`src/rtl/compress_pipe.sv`:
```
// Purpose: multi-lane requantiser: shift/round signed sums, clamp to OUT_WIDTH, count saturations.
// Latency: 2 cycles from accepting edge to out_valid (S1 shift/round, S2 clamp); 1 beat/cycle.
// Backpressure: valid/ready; in_ready drops only when S1 and S2 are both full and out_ready=0.
module compress_pipe #(
  parameter int SUM_WIDTH   = 20,
  parameter int OUT_WIDTH   = 8,
  parameter int LANES       = 4,
  parameter int SHIFT_WIDTH = 5,
  parameter int CNT_WIDTH   = 16
) (
  input  logic                       clk,
  input  logic                       rst,
  input  logic [SHIFT_WIDTH-1:0]     cfg_shift,
  input  logic                       cfg_round,
  input  logic                       in_valid,
  output logic                       in_ready,
  input  logic [LANES*SUM_WIDTH-1:0] in_data,
  output logic                       out_valid,
  input  logic                       out_ready,
  output logic [LANES*OUT_WIDTH-1:0] out_data,
  output logic [LANES-1:0]           out_sat,
  input  logic                       sat_clr,
  output logic [CNT_WIDTH-1:0]       sat_count
);

  // One extra bit so the rounding add can never wrap.
  localparam int RW = SUM_WIDTH + 1;
  localparam int PW = $clog2(LANES + 1);
  localparam logic [31:0] SH_MAX = 32'(SUM_WIDTH - 1);
  localparam logic signed [RW-1:0] OUT_MAX = RW'((1 << (OUT_WIDTH - 1)) - 1);
  localparam logic signed [RW-1:0] OUT_MIN = ~OUT_MAX;

  logic                       s1_valid_q;
  logic [RW-1:0]              s1_r_q [LANES];
  logic [RW-1:0]              s1_r_d [LANES];
  logic                       s2_valid_q;
  logic [LANES*OUT_WIDTH-1:0] out_data_q, out_data_d;
  logic [LANES-1:0]           out_sat_q, out_sat_d;
  logic [CNT_WIDTH-1:0]       sat_count_q, sat_count_d;

  logic        s2_load, s1_adv, accept, xfer;
  logic [31:0] sh;
  logic [RW-1:0] ext;
  logic        gt, lt;
  logic [PW-1:0] pop;
  logic [CNT_WIDTH:0] sum;

  assign s2_load   = !s2_valid_q || out_ready;
  assign s1_adv    = s1_valid_q && s2_load;
  assign in_ready  = !s1_valid_q || s2_load;
  assign accept    = in_valid && in_ready;
  assign xfer      = s2_valid_q && out_ready;
  assign out_valid = s2_valid_q;
  assign out_data  = out_data_q;
  assign out_sat   = out_sat_q;
  assign sat_count = sat_count_q;

  // S1 next value: clamp the shift, optionally add half an LSB, then arithmetic shift.
  always_comb begin
    sh  = (32'(cfg_shift) > SH_MAX) ? SH_MAX : 32'(cfg_shift);
    ext = '0;
    for (int l = 0; l < LANES; l++) begin
      ext = {in_data[l*SUM_WIDTH + SUM_WIDTH - 1], in_data[l*SUM_WIDTH +: SUM_WIDTH]};
      if (cfg_round && (sh != 32'd0)) begin
        ext = ext + (RW'(1) << (sh - 32'd1));
      end
      s1_r_d[l] = $signed(ext) >>> sh;
    end
  end

  // S1 register: loads whenever there is room, so config is captured with its own beat.
  always_ff @(posedge clk or posedge rst) begin
    if (rst) begin
      s1_valid_q <= 1'b0;
      for (int l = 0; l < LANES; l++) s1_r_q[l] <= '0;
    end else begin
      if (in_ready) s1_valid_q <= in_valid;
      if (accept) begin
        for (int l = 0; l < LANES; l++) s1_r_q[l] <= s1_r_d[l];
      end
    end
  end

  // S2 next value: clamp each lane with a single {gt, lt} select.
  always_comb begin
    out_data_d = '0;
    out_sat_d  = '0;
    gt = 1'b0;
    lt = 1'b0;
    for (int l = 0; l < LANES; l++) begin
      gt = $signed(s1_r_q[l]) > OUT_MAX;
      lt = $signed(s1_r_q[l]) < OUT_MIN;
      case ({gt, lt})
        2'b10:   out_data_d[l*OUT_WIDTH +: OUT_WIDTH] = OUT_MAX[OUT_WIDTH-1:0];
        2'b01:   out_data_d[l*OUT_WIDTH +: OUT_WIDTH] = OUT_MIN[OUT_WIDTH-1:0];
        default: out_data_d[l*OUT_WIDTH +: OUT_WIDTH] = s1_r_q[l][OUT_WIDTH-1:0];
      endcase
      out_sat_d[l] = gt || lt;
    end
  end

  // S2 register: data only changes when a new beat advances, so it holds while stalled or idle.
  always_ff @(posedge clk or posedge rst) begin
    if (rst) begin
      s2_valid_q <= 1'b0;
      out_data_q <= '0;
      out_sat_q  <= '0;
    end else begin
      if (s2_load) s2_valid_q <= s1_valid_q;
      if (s1_adv) begin
        out_data_q <= out_data_d;
        out_sat_q  <= out_sat_d;
      end
    end
  end

  // Saturation counter next value: add popcount on transfer, stick at all-ones, clear wins.
  always_comb begin
    pop = '0;
    for (int l = 0; l < LANES; l++) pop = pop + PW'(out_sat_q[l]);
    sum = {1'b0, sat_count_q} + (CNT_WIDTH + 1)'(pop);
    sat_count_d = sat_count_q;
    if (sat_clr) begin
      sat_count_d = '0;
    end else if (xfer) begin
      sat_count_d = sum[CNT_WIDTH] ? {CNT_WIDTH{1'b1}} : sum[CNT_WIDTH-1:0];
    end
  end

  // Saturation counter register.
  always_ff @(posedge clk or posedge rst) begin
    if (rst) sat_count_q <= '0;
    else     sat_count_q <= sat_count_d;
  end

endmodule

```
`config.mk`:
```
export PLATFORM = sky130hd
export DESIGN_NAME = compress_pipe
export DESIGN_NICKNAME = d
export VERILOG_FILES = /design/src/rtl/compress_pipe.sv
export SDC_FILE = /design/constraint.sdc
export NUM_CORES = 1
export LEC_CHECK = 0
export CAP_MARGIN = 5
export CORE_MARGIN = 2
export CORE_UTILIZATION = 40
export CTS_BUF_LIST = sky130_fd_sc_hd__clkbuf_4
export DETAILED_ROUTE_END_ITERATION = 8
export SLEW_MARGIN = 20
export SYNTH_ARGS = -nofsm -noshare
export SYNTH_HDL_FRONTEND = slang
export SYNTH_SLANG_ARGS = --single-unit
```
`constraint.sdc`:
```
create_clock -name clk -period 8 [get_ports clk]
set_clock_uncertainty 0.2 [all_clocks]
set_input_delay 1.2 -clock clk [delete_from_list [all_inputs] [get_ports clk]]
set_output_delay 1.2 -clock clk [all_outputs]
set_load 0.05 [all_outputs]
```
After elaboration in Yosys (flattened, before gate mapping)
Index checks and enable logic that the tools add are counted.
{"block": "classes", "n_shift": 5, "muxes": 12, "eq_ne": 8, "order_cmp": 9, "n_reduce_logical": 14, "addsub": 9}
{"op": "$add A21 B21 Y21", "count": 4}
{"op": "$gt A21 B8 Y1 const B", "count": 4}
{"op": "$lt A21 B8 Y1 const B", "count": 4}
{"op": "$mux W21", "count": 4}
{"op": "$sshr A21 B5 Y21", "count": 4}
{"op": "$pmux W8 S2", "count": 4}
{"op": "$mux W16", "count": 3}
{"op": "$reduce_bool A32 Y1", "count": 1}
{"op": "$shl A1 B32 Y21 const A", "count": 1}
{"op": "$add A16 B3 Y17", "count": 1}
{"op": "$eq A2 B1 Y1 const B", "count": 4}
{"op": "$eq A2 B2 Y1 const B", "count": 4}
{"op": "$logic_or A1 B1 Y1", "count": 6}
{"op": "$sub A5 B1 Y6 const B", "count": 1}
{"op": "$gt A5 B5 Y1 const B", "count": 1}
{"op": "$mux W5", "count": 1}
{"op": "$logic_and A1 B1 Y1", "count": 4}
{"op": "$add A2 B1 Y3", "count": 1}
{"op": "$add A3 B1 Y3", "count": 1}
{"op": "$add A1 B1 Y2", "count": 1}
{"op": "$logic_not A1 Y1", "count": 2}
{"op": "$reduce_bool A2 Y1", "count": 1}
{"block": "totals", "reg_bits": 138, "input_bits": 91, "elab_cells": 66}

Logic depth before layout (Yosys ltp)
{"block": "depth", "ltp_word": 7, "depth_mapped": 23, "depth_no_buf": 17}

Least setup slack after synthesis
No wires, ideal clock.
{"block": "synth_timing", "path_type": "input -> register", "start": "in cfg_shift[3]", "end": "reg s1_r_q[34] in the netlist's numbering", "cell_stages": 22, "arrival_ns": 6.218, "slack_ns": 1.500, "n_path_buf": 5, "path_cell_list": "buf_4 -> or2_2 -> a21oi_1 -> clkbuf_1 -> buf_1 -> clkbuf_1 -> clkbuf_1 -> nor2_1 -> ha_1 -> inv_1 -> fa_1 -> inv_1 -> o2111a_1 -> a311oi_2 -> o211ai_1 -> a21oi_2 -> a211oi_1 -> o211a_1 -> or4_4 -> mux2_4 -> a211o_1 -> a31oi_1"}
{"block": "synth_via", "elab_chain_cells": 7, "word_cells_on_any_way": 9}
{"item": "from (decl)", "line": "13", "text": "input logic [SHIFT_WIDTH-1:0] cfg_shift,"}
{"item": "$gt A5 B5 Y1", "line": "60", "text": "sh = (32'(cfg_shift) > SH_MAX) ? SH_MAX : 32'(cfg_shift);"}
{"item": "$mux W5 (*)", "line": "60"}
{"item": "$sub A5 B1 Y6", "line": "65", "text": "ext = ext + (RW'(1) << (sh - 32'd1));"}
{"item": "$shl A1 B32 Y21", "line": "65"}
{"item": "$add A21 B21 Y21", "line": "65"}
{"item": "$mux W21", "line": "64", "text": "if (cfg_round && (sh != 32'd0)) begin"}
{"item": "$sshr A21 B5 Y21 (*)", "line": "67", "text": "s1_r_d[l] = $signed(ext) >>> sh;"}
{"item": "to (decl)", "line": "34", "text": "logic [RW-1:0] s1_r_q [LANES];"}
Mark *: on every way between the ends. The rest lies on a longest branch, timed or not.
A chain may end at the register's enable or synchronous reset.

Worst setup path after layout
{"block": "layout_timing", "start": "in cfg_shift[2]", "end": "reg s1_r_q[49] in the netlist's numbering"}
The elaborated chain is that of the path after synthesis.

==> results.yml <==
outcome:
  status: "finished, final reports clean"
synthesis:
  ys_top_cells_by_count: "256 x nand2_1, 197 x nor2_1, 181 x a21oi_1"
  synthDominantCellAreaShare_pct: 20.2
  synthesis.instances: 2299
  synthArstFlopShare_pct: 100
  synth_seq_area_share_pct: 20.2
  netlist_area_sq_um: 17100
  netlist.top_cell.by_area: "dfrtp_1"
  synth-edff-count: 0
  synth_most_common_cell: "nand2_1"
  yosysWarnings: 0
  ys_types: 116
  synth_area_per_cell_sq_um: 7.45
  synth_flop_cell: "dfrtp_1"
  ys_ff_latch: 138
  ys_top_cells_by_area: "dfrtp_1 20%, nand2_1 5.6%, a21oi_1 5.3%, mux2i_1 5.1%, ha_1 5.0%"
die:
  fp.coreArea_sq_um: 42100
  die_y_um: 211
  die_w_um: 211
  rows: 75
  io_pins: 145
  initial_core_util_pct: 40.7
  die-area_sq_um: 44500
clocking:
  root_buffer: "clkbuf_4"
  cts_tree: "done"
  cts_buffers: 17
  clk_latency_ns: 0.58
  clkTransAtPathRegs_ns: 0.12
  htreeDepth: 4
  holdBufCountCts: 0
  clock_path_buffers: 2
  cts.sinks: 138
  ctsResizeCount: 0
  postCtsSetupBuffers: 0
sta:
  tns_ns: 0
  max_freq_mhz: 146
  fin_crit_ns: 6.87
  final_hold_viol_count: 0
  worst_pin_slew_ns: 1.14
  setup_slack_ns: 1.13
  setup_viol: 0
  fin_crit_sh_pct: 85.8
  slew_headroom_pct: 23.6
  drv_slew: 0
  whs_ns: 0.289
  rsz0062_at_grt: "no"
place:
  hpwl_um: 57800
  placed_cells: 2862
  pre_cts_slack_ns: 0.845
  finalWeightedCongestion: 1.05
  io_buffers: 144
power_and_ir_drop:
  p_sw_mw: 1.40
  power_frac_seq_pct: 30.8
  ir_drop_mv: 0.118
  clkPwrFrac_pct: 19.5
  leakage_nw: 7.71
  p_int_mw: 1.71
  combPwrFrac_pct: 49.7
  p_sw_share_pct: 45.0
  powerDensity_nw_per_um2: 160
finish:
  nFillCells: 4226
  fin_cells: 2894
  nets: 2509
  regArea_sq_um: 3450
  multi_input_area_sq_um: 12700
  drive_gt1_share_pct: 7.99
  finish.utilization_pct: 46.1
  area_growth_pct: 13.3
detailed_routing:
  wl_um: 76100
  vias: 19500
  firstDrtPassIters: 7
  drt-wirelength-per-cell_um: 26.3
  postRouteAntennaNets: 0
  viasPerCell: 6.74
  post-route-drc-count: 0
  drt_iter0_markers: 2410
global_route:
  grt.total_usage_pct: 34.0
  grt_max_degree: 73
  grt_antenna_before_repair: 1
  grt_pass1_vias: 18400
  grt_pass1_wl_um: 116000
  grt-ovfl-total: 0
min_path:
  hold_path_depth: 2
  hold_path_class: "register to register"
worst_setup_path:
  required_ns: 8.26
  crit_fanout: 10
  crit_type: "input pin to register"
  start_kind: "input pin"
  ff2ff_path_depth: 7
  critPathCaptureType: "register"
  arrival_ns: 7.13
job:
  drv_cap: 0
[through the flow]
stage | area (sq um) | total power [mW]
5_1_grt | 19400 | 3.27
3_3_place_gp | 19000 | 2.47
3_5_place_dp | 19000 | 2.48
6_report | 19400 | 3.11
2_1_floorplan | 17100 | 1.94
4_1_cts | 19400 | 3.09
[sequential cells by signal (all words and copies together), names as in the netlist]
name / cells
out_sat: 4
out_data: 32
sat_count: 16
out_valid: 1
s1_valid_q: 1
s1_r_q: 84
[power groups by stage]
stage | sequential [mW] | clock (mW) | combinational, mW
finish | 0.956 | 0.606 | 1.54
detailed placement | 0.972 | 0 | 1.51
floorplan | 1.16 | 0 | 0.782
CTS | 0.957 | 0.619 | 1.52
global placement | 0.966 | 0 | 1.50
global route | 0.976 | 0.645 | 1.65
[layout make-up]
type	instances	area share, %
Tap cell	539	3.47
Antenna cell	1	0.0129
Inverter	65	1.28
Clock inverter	14	1.30
Clock buffer	17	0.657
Timing Repair Buffer	204	9.87
Sequential cell	138	17.8
Multi-Input combinational cell	1916	65.6
[cells in the final DEF (no fill, tap or decap), types with 12 or more instances in the layout]
cell type          n
a211oi_1          49
a221oi_1          14
xnor2_1           45
mux2i_1           88
a21o_1            37
or3_1             22
ha_1              69
a211o_1           12
o21ai_0          171
nand3_1           75
o2111ai_1         16
a311oi_1          16
o31ai_1           20
and3_1            26
o21ai_1           12
nor3_1            59
o21a_1            23
nand4_1           21
nor2b_1           12
nor4_1            17
clkbuf_4          17
and2_1            18
a21oi_1          179
a31oi_1           49
mux2_2            15
nor2_1           195
clkdlybuf4s50_1  144
o21bai_1          13
xor2_1            22
buf_4             58
o221ai_1          22
nand2_1          254
dfrtp_1          138
inv_1             62
o211ai_1          38
a22oi_1           12
o22ai_1           26
[worst max-delay path, cell delays in order]
cell	delay (ns)
clkdlybuf4s50_1	0.61
nor2_2	0.68
nand2_1	0.21
nor2_1	0.35
ha_1	0.26
inv_1	0.07
fa_1	0.35
inv_1	0.13
o2111ai_1	0.21
a32oi_2	0.58
a211oi_2	0.19
o31ai_1	0.48
o21ai_1	0.30
xnor2_2	0.54
nor2_1	0.08
a21oi_1	0.42
nand2_1	0.11
a41oi_1	0.34
[cells by family after synthesis]
kind of cell	after synthesis	share of synthesized area, %
fa+ha+maj	83	6.27
simple gates	771	21.3
buf+inv	248	5.91
other cells	1	0.0219
mux	108	6.74
flops	138	20.2
compound gates	882	36.1
xor+xnor	68	3.52
[per-layer routing]
layer	share of wire [%]	GRT usage [%]	vias up
li1	-	-	8825
met1	42	45.8	9375
met2	43	52.2	1082
met3	8.3	4.67	236
met4	6.5	19.7	0
met5	0	0	-
[worst paths after layout]
kind,from,end,slack (ns)
max,cfg_shift[2],s1_r_q[49]$_DFFE_PP0P_,1.13
min,out_data[19]$_DFFE_PP0P_,out_data[19]$_DFFE_PP0P_,0.29
max reg2reg,out_valid$_DFFE_PP0P_,s1_r_q[54]$_DFFE_PP0P_,4.96
min reg2reg,out_data[19]$_DFFE_PP0P_,out_data[19]$_DFFE_PP0P_,0.29
max in group asynchronous,rst,s1_r_q[4]$_DFFE_PP0P_,5.33
min in group asynchronous,rst,out_data[2]$_DFFE_PP0P_,0.87
Power figures use the tool's default switching activity.
